**config.mk**
```make
export PLATFORM = sky130hd
export DESIGN_NAME = divider_restoring
export DESIGN_NICKNAME = d
export VERILOG_FILES = /design/src/rtl/divider_restoring.sv
export SDC_FILE = /design/constraint.sdc
export NUM_CORES = 1
export LEC_CHECK = 0
export CAP_MARGIN = 15
export CORE_ASPECT_RATIO = 1.4
export CORE_MARGIN = 5
export CORE_UTILIZATION = 25
export CTS_BUF_LIST = sky130_fd_sc_hd__clkbuf_16
export DETAILED_ROUTE_END_ITERATION = 7
export HOLD_SLACK_MARGIN = 0.02
export PLACE_DENSITY = 0.53
export RECOVER_POWER = 25
export SLEW_MARGIN = 20
export SYNTH_ARGS = -nofsm -noshare
export SYNTH_HDL_FRONTEND = slang
export SYNTH_SLANG_ARGS = --single-unit
export TNS_END_PERCENT = 20
```
**constraint.sdc**
```tcl
create_clock -name CLK -period 3.15 [get_ports CLK]
set_clock_uncertainty 0.2 [all_clocks]
set_input_delay 0.7875 -clock CLK [delete_from_list [all_inputs] [get_ports CLK]]
set_output_delay 0.7875 -clock CLK [all_outputs]
set_load 0.02 [all_outputs]
```
**src/rtl/divider_restoring.sv**
```systemverilog
// Sequential restoring divider: one quotient bit per clock, MSB first.
// Divide-by-zero bypasses the iteration and reports all-ones quotient with rem = A.
module divider_restoring #(
    parameter int bw = 16
) (
    input  logic          CLK,
    input  logic          RESETn,
    input  logic          start,
    input  logic [bw-1:0] A,
    input  logic [bw-1:0] B,
    output logic [bw-1:0] quot,
    output logic [bw-1:0] rem,
    output logic          busy,
    output logic          done,
    output logic          div_zero
);

    localparam int CW = $clog2(bw + 1);

    typedef enum logic [1:0] {StIdle, StRun, StDone} state_t;

    state_t        state;
    logic [bw-1:0] part;       // partial remainder, always < divisor so bw bits suffice
    logic [bw-1:0] dvd;        // dividend bits shift out as quotient bits shift in
    logic [bw-1:0] dvs;
    logic [CW-1:0] cnt;

    logic [bw:0]   shifted;
    logic [bw:0]   diff;
    logic          ge;
    logic [bw:0]   part_next;
    logic [bw-1:0] dvd_next;
    logic          unused_part_msb;

    always_comb begin
        shifted         = {part, dvd[bw-1]};
        diff            = shifted - {1'b0, dvs};
        ge              = shifted >= {1'b0, dvs};
        part_next       = ge ? diff : shifted;
        dvd_next        = {dvd[bw-2:0], ge};
        unused_part_msb = part_next[bw];
    end

    always_ff @(posedge CLK or negedge RESETn) begin
        if (!RESETn) begin
            state    <= StIdle;
            part     <= '0;
            dvd      <= '0;
            dvs      <= '0;
            cnt      <= '0;
            quot     <= '0;
            rem      <= '0;
            busy     <= 1'b0;
            done     <= 1'b0;
            div_zero <= 1'b0;
        end else begin
            case (state)
                StIdle, StDone: begin
                    done  <= 1'b0;
                    state <= StIdle;
                    if (start) begin
                        if (B == '0) begin
                            quot     <= '1;
                            rem      <= A;
                            div_zero <= 1'b1;
                            done     <= 1'b1;
                            state    <= StDone;
                        end else begin
                            dvd   <= A;
                            dvs   <= B;
                            part  <= '0;
                            cnt   <= '0;
                            busy  <= 1'b1;
                            state <= StRun;
                        end
                    end
                end
                StRun: begin
                    part <= part_next[bw-1:0];
                    dvd  <= dvd_next;
                    cnt  <= cnt + CW'(1);
                    if (cnt == CW'(bw - 1)) begin
                        quot     <= dvd_next;
                        rem      <= part_next[bw-1:0];
                        div_zero <= 1'b0;
                        done     <= 1'b1;
                        busy     <= 1'b0;
                        cnt      <= '0;
                        state    <= StDone;
                    end
                end
                default: state <= StIdle;
            endcase
        end
    end

endmodule

```
==> flow_summary.json, run 1 <==
{
  "wire_per_inst_um": 15.4,
  "whs_ns": 0.283,
  "critPathSlowestCell": "fa_1",
  "vias_per_cell": 4.75,
  "coreArea_um2": 19100,
  "cp_max_fo": 3,
  "total_leakage_power_nw": 2.66,
  "drc_errors": 0,
  "status": "finished with violations",
  "maxSlewHeadroom_pct": -38.7,
  "finalCritPeriodShare_pct": 93.9,
  "cts_inserted_buffers": 9,
  "seqPwrFrac_pct": 26.8,
  "maxCapViolations": 1,
  "firstDrtPassIters": 6,
  "r2r_start": "dvd[15]$_DFFE_PN0P_",
  "cp.required_ns": 3.18,
  "port_buffers": 69,
  "syn_to_final_growth_pct": 28.7,
  "internal-power_mw": 4.56,
  "combPwrFrac_pct": 59.4,
  "r2r_end": "rem[8]$_DFFE_PN0P_",
  "drv_slew": 36,
  "final_common_cell": "dfrtp_1",
  "io_pins": 70,
  "post-route-util_pct": 32.4,
  "ys_types": 56,
  "hold_class": "reg2reg",
  "first_global_vias": 4162,
  "seqCellArea_um2": 2250,
  "yosysTopAreaCellShare_pct": 46.9,
  "row_count": 60,
  "cts_tree": "done",
  "cts_setup_buffers": 0,
  "htreeDepth": 3,
  "clkTransAtPathRegs_ns": 0.06,
  "yosysSeqAreaShare_pct": 46.9,
  "report.final.hold_viol_count": 0,
  "sw_frac_of_total_pct": 44.2,
  "path_cells": "inv_1 > ha_1 > inv_1 > fa_1 > a21o_1 > a221oi_2 > o21bai_1 > a21oi_1 > xnor2_1 > nor3b_1 > buf_4 > o32a_1",
  "power_mw": 8.18,
  "fin_nets": 650,
  "gp_congestion": 0.756,
  "gr-usage-all-layers_pct": 12.3,
  "cp.arrival_ns": 2.99,
  "drive_above_1_share_pct": 11.3,
  "cp_num_cells": 12,
  "critPathTopFamily": "compound AO/OA/AOI/OAI gates",
  "p_clk_share_pct": 13.8,
  "path_buf_inv": 3,
  "async_flop_share_pct": 100,
  "dpl.hpwl_um": 10100,
  "hold_path_startpoint": "dvs[12]$_DFFE_PN0P_",
  "antenna_found_initial": 0,
  "max_stage_delay_ns": 0.40,
  "synth_area_leaders": "dfrtp_1 (47%), nand2_1 (5.9%), nor2_1 (5.0%)",
  "antennaDiodeCount": 0,
  "grt_max_degree": 65,
  "synth_fp_nets": 579,
  "worst_pin_slew_ns": 2.08,
  "rsz0062_at_grt": "false",
  "reg2reg_slack_ns": 0.19,
  "violations": "max-capacitance violations, max-slew violations",
  "dieHeight_um": 174,
  "ant_nets": 0,
  "ys.flop_type": "dfrtp_1",
  "vias": 4034,
  "critPathCaptureType": "flop",
  "overflow": 0,
  "worst_path_most_repeated_cell": "inv_1",
  "fin_crit_ns": 2.96,
  "yosysWarnings": 0,
  "crit_type": "reg2reg",
  "clk_path_buf_depth": 2,
  "yosysTopAreaCell": "dfrtp_1",
  "setup_violations": 0,
  "max_freq_mhz": 338,
  "die_area_um2": 22100,
  "multi_input_area_um2": 2330,
  "fillers": 2027,
  "min_path_cells": 2,
  "ir_worst_vdd_mv": 0.349,
  "synth_edf_count": 0,
  "drtIter0Drc": 350,
  "die_x_um": 127,
  "insertion_delay_ns": 0.35,
  "powerDensity_nw_per_um2": 1320,
  "synth_cells": 526,
  "ys_ff_latch": 90,
  "setup_tns_ns": 0,
  "grt_pass1_wl_um": 21700,
  "switchingPower_mw": 3.62,
  "start_util_pct": 25.2,
  "post-place-ws_ns": -0.0503,
  "cts.sinks": 90,
  "cp-start-kind": "flop",
  "holdPathEnd": "dvs[12]$_DFFE_PN0P_",
  "syn_area_um2": 4800,
  "syn_avg_cell_area_um2": 9.12,
  "finalWorstSetupSlack_ns": 0.193,
  "cts_root_buf": "clkbuf_16",
  "reg2reg_depth": 12,
  "final_cell_mix": "dfrtp_1 (90), nand2_1 (74), clkdlybuf4s50_1 (68)",
  "finalWirelength_um": 13100
}
==> synth_stat cells (4+ instances only) <==
cell,n
ha_1,17
nand3_1,20
o22ai_1,4
inv_1,20
a31oi_2,4
nor2_1,64
a31oi_1,20
mux2i_1,7
clkbuf_1,26
or3_1,4
xor2_1,8
o21ai_0,31
nand3_2,4
a21o_1,4
a21oi_1,30
nor3_1,17
nand2b_1,4
xnor2_1,5
dfrtp_1,90
and3_1,5
nor4_1,4
mux2_2,15
nand2_1,75
==> how the worst max path moves through the flow <==
stage,startpoint,endpoint,slack (ns)
after floorplan,dvd[15]$_DFFE_PN0P_,rem[8]$_DFFE_PN0P_,0.52
after global placement,B[3],rem[2]$_DFFE_PN0P_,-0.09
after detailed placement,B[3],rem[7]$_DFFE_PN0P_,-0.05
final,dvd[15]$_DFFE_PN0P_,rem[8]$_DFFE_PN0P_,0.19
after CTS,dvd[15]$_DFFE_PN0P_,part[14]$_DFFE_PN0P_,0.12
after global routing,dvd[15]$_DFFE_PN0P_,rem[8]$_DFFE_PN0P_,0.008
==> flip-flops by register name (all words and copies together), names as in the netlist <==
register  flops
dvd          16
dvs          16
part         16
quot         16
rem          16
cnt           5
state         2
busy          1
div_zero      1
done          1
==> through the flow <==
| stage | cells | cell area (µm²) |
|---|---|---|
| 4_1_cts | 849 | 6180 |
| 2_1_floorplan | 526 | 4800 |
| 3_3_place_gp | 834 | 5870 |
| 3_5_place_dp | 834 | 5870 |
| 6_report | 849 | 6180 |
| 5_1_grt | 849 | 6180 |
==> worst min-delay path, stage by stage, from the launching register on <==
cell and delay [ns]:
dfrtp_1 0.34, nand2_1 0.06, nand2_1 0.06
==> cells by family (layout without fill, tap and decap cells) <==
family	after synthesis	in the layout	synth area share, %
xor gates and xnor gates	13	13	2.37
DFF	90	90	46.9
adders and majority gates	18	18	4.85
AOI/OAI and AO/OA	118	118	16.1
muxes	22	22	4.98
and+or+nand+nor	213	213	20.2
buffers and inverters	52	127	4.59
==> final cells by class <==
class                      count  area share (%)
clock inverter                 6            1.36
tap                          248            5.02
clock buffer                   9            3.65
timing repair buffer          92            14.5
multi-input combinational    384            37.8
sequential                    90            36.5
inverter                      20            1.22
==> routing by layer <==
layer / vias up / share of wire (%) / routed length (µm) / GRT usage [%]
met5: - / 0 / 0 / 0
met4: 0 / 1.0 / 136 / 3.31
met3: 13 / 4.7 / 610 / 2.34
met2: 104 / 49 / 6400 / 20.6
met1: 1928 / 45 / 5920 / 16.1
li1: 1989 / - / - / -
==> what timing repair did <==
| item | in CTS | in global routing |
|---|---|---|
| hold endpoints to repair | 0 | 0 |
| resized for setup | 0 | 1 |
| hold buffers | 0 | 0 |
| setup endpoints to repair | 0 | 1 |
==> power groups by stage <==
stage | logic (mW) | clock network, mW | registers (mW)
after floorplan | 3.19 | 0 | 2.34
after global placement | 4.79 | 0 | 2.21
after detailed placement | 4.88 | 0 | 2.22
after CTS | 4.89 | 1.17 | 2.21
after global routing | 5.40 | 1.21 | 2.27
final | 4.86 | 1.13 | 2.19
No activity file was read; power rests on OpenSTA's default activity.
==> run 2: changes to the inputs <==
--- a/config.mk
+++ b/config.mk
@@ -12,6 +12,7 @@
 export CTS_BUF_LIST = sky130_fd_sc_hd__clkbuf_16
 export DETAILED_ROUTE_END_ITERATION = 7
 export HOLD_SLACK_MARGIN = 0.02
+export MAX_ROUTING_LAYER = met4
 export PLACE_DENSITY = 0.53
 export RECOVER_POWER = 25
 export SLEW_MARGIN = 20
==> run 2 against run 1 <==
The flow now finishes without violations; fmax fell by 1.6%; sequential share of layout area rose by 0.23 points; non-clock buffer count fell by 1; critical endpoint is now rem[5]$_DFFE_PN0P_; first-iteration DRC count rose by 2.6%; highest routed layer unchanged; global-route usage rose by 0.50 points.
==> flow_summary.json, run 2 (synthesis results as in run 1) <==
{
  "status": "completed",
  "final_common_cell": "dfrtp_1",
  "first_global_vias": 4183,
  "clkTransAtPathRegs_ns": 0.06,
  "r2r_end": "rem[5]$_DFFE_PN0P_",
  "path_cells": "ha_1 > a21oi_1 > or2b_1 > o31ai_4 > o21ai_2 > a31oi_4 > buf_4 > mux2_2 > a21oi_1",
  "seqPwrFrac_pct": 26.9,
  "cp-start-kind": "flop",
  "dpl_cell_area_um2": 5860,
  "rsz0062_at_grt": "true",
  "start_util_pct": 25.2,
  "io_pins": 70,
  "cp.arrival_ns": 3.08,
  "max_freq_mhz": 333,
  "worst_pin_slew_ns": 1.25,
  "sw_frac_of_total_pct": 44.9,
  "finalCritPeriodShare_pct": 95.4,
  "htreeDepth": 3,
  "critPathSlowestCell": "dfrtp_1",
  "report.final.hold_viol_count": 0,
  "multi_input_area_um2": 2340,
  "cp.required_ns": 3.22,
  "dieHeight_um": 174,
  "gp_congestion": 0.767,
  "fillers": 2064,
  "die_x_um": 127,
  "whs_ns": 0.275,
  "hold_path_startpoint": "dvs[12]$_DFFE_PN0P_",
  "p_clk_share_pct": 13.0,
  "hold_class": "reg2reg",
  "switchingPower_mw": 3.66,
  "fin_crit_ns": 3.01,
  "fin_nets": 649,
  "die_area_um2": 22100,
  "min_path_cells": 2,
  "r2r_start": "part[5]$_DFFE_PN0P_",
  "grt_max_degree": 65,
  "combPwrFrac_pct": 60.1,
  "overflow": 0,
  "max_stage_delay_ns": 0.43,
  "wire_per_inst_um": 15.7,
  "port_buffers": 69,
  "gr-usage-all-layers_pct": 12.8,
  "drtIter0Drc": 359,
  "critPathCaptureType": "flop",
  "row_count": 60,
  "syn_to_final_growth_pct": 27.9,
  "final_area_um2": 6140,
  "maxSlewHeadroom_pct": 16.5,
  "cts_inserted_buffers": 9,
  "worst_path_most_repeated_cell": "a21oi_1",
  "post-place-ws_ns": -0.0301,
  "holdPathEnd": "dvs[12]$_DFFE_PN0P_",
  "ant_nets": 0,
  "dpl.hpwl_um": 10200,
  "coreArea_um2": 19100,
  "cts.sinks": 90,
  "placed_cells": 833,
  "powerDensity_nw_per_um2": 1330,
  "total_leakage_power_nw": 2.64,
  "drv_slew": 0,
  "setup_violations": 0,
  "drc_errors": 0,
  "drive_above_1_share_pct": 11.5,
  "clk_path_buf_depth": 2,
  "finalWorstSetupSlack_ns": 0.145,
  "firstDrtPassIters": 7,
  "vias_per_cell": 4.79,
  "grt_pass1_wl_um": 21900,
  "cts_root_buf": "clkbuf_16",
  "reg2reg_slack_ns": 0.14,
  "fin_cells": 849,
  "vias": 4066,
  "crit_type": "reg2reg",
  "seqCellArea_um2": 2250,
  "maxCapViolations": 0,
  "final_cell_mix": "dfrtp_1 (90), nand2_1 (74), clkdlybuf4s50_1 (68)",
  "ir_worst_vdd_mv": 0.394,
  "ctsHoldBuffers": 0,
  "power_mw": 8.15,
  "cp_max_fo": 12,
  "reg2reg_depth": 9,
  "insertion_delay_ns": 0.35,
  "antenna_found_initial": 0,
  "finalWirelength_um": 13400,
  "antennaDiodeCount": 0,
  "cts_tree": "done",
  "internal-power_mw": 4.49
}
-- run 2: worst max path at each step --
stage | start | end | slack (ns) | depth (start not counted)
2_1_floorplan | dvd[15]$_DFFE_PN0P_ | rem[8]$_DFFE_PN0P_ | 0.52 | 11
3_3_place_gp | B[3] | rem[2]$_DFFE_PN0P_ | -0.09 | 9
3_5_place_dp | B[3] | rem[12]$_DFFE_PN0P_ | -0.03 | 10
4_1_cts | part[5]$_DFFE_PN0P_ | rem[5]$_DFFE_PN0P_ | 0.13 | 9
5_1_grt | dvd[15]$_DFFE_PN0P_ | rem[8]$_DFFE_PN0P_ | -0.03 | 12
6_report | part[5]$_DFFE_PN0P_ | rem[5]$_DFFE_PN0P_ | 0.14 | 9
-- run 2: per-layer routing --
layer	GRT usage [%]	wire (µm)	up-vias
met1	16.1	5950	1959
met3	2.37	659	15
met2	20.9	6560	112
met4	3.49	182	0
met5	-	0	-
li1	-	-	1980
-- run 2: stage by stage --
step	TNS (ns)	util (%)
6_report	0	32.2
5_1_grt	-0.0308	32.2
3_5_place_dp	-0.117	30.7
2_1_floorplan	0	-
4_1_cts	0	32.3
3_3_place_gp	-0.364	30.7
-- run 2: critical path, delay by kind of cell (launching register included) --
kind	cells	cell delay [ns]
AOI/OAI and AO/OA	5	0.99
and+or+nand+nor	1	0.30
buffers and inverters	1	0.24
DFF	1	0.43
muxes	1	0.38
adders and majority gates	1	0.40
-- run 2: what timing repair did --
action,CTS,global route
buffers inserted,0,0
endpoints found under the setup margin,0,4
endpoints found under the hold margin,0,0
gates resized for setup,0,2
-- run 2: power groups by stage --
stage	logic, mW	registers, mW	clock network, mW
after detailed placement	4.91	2.22	0
after floorplan	3.19	2.34	0
after CTS	4.92	2.21	1.09
after global placement	4.81	2.21	0
final	4.90	2.19	1.06
after global routing	5.40	2.27	1.14
-- run 2: area by class of cell --
cell class / count / area share (%)
tap: 248 / 5.06
timing repair buffer: 91 / 14.2
clock inverter: 7 / 1.02
inverter: 20 / 1.22
clock buffer: 9 / 3.67
sequential: 90 / 36.7
multi-input combinational: 384 / 38.1
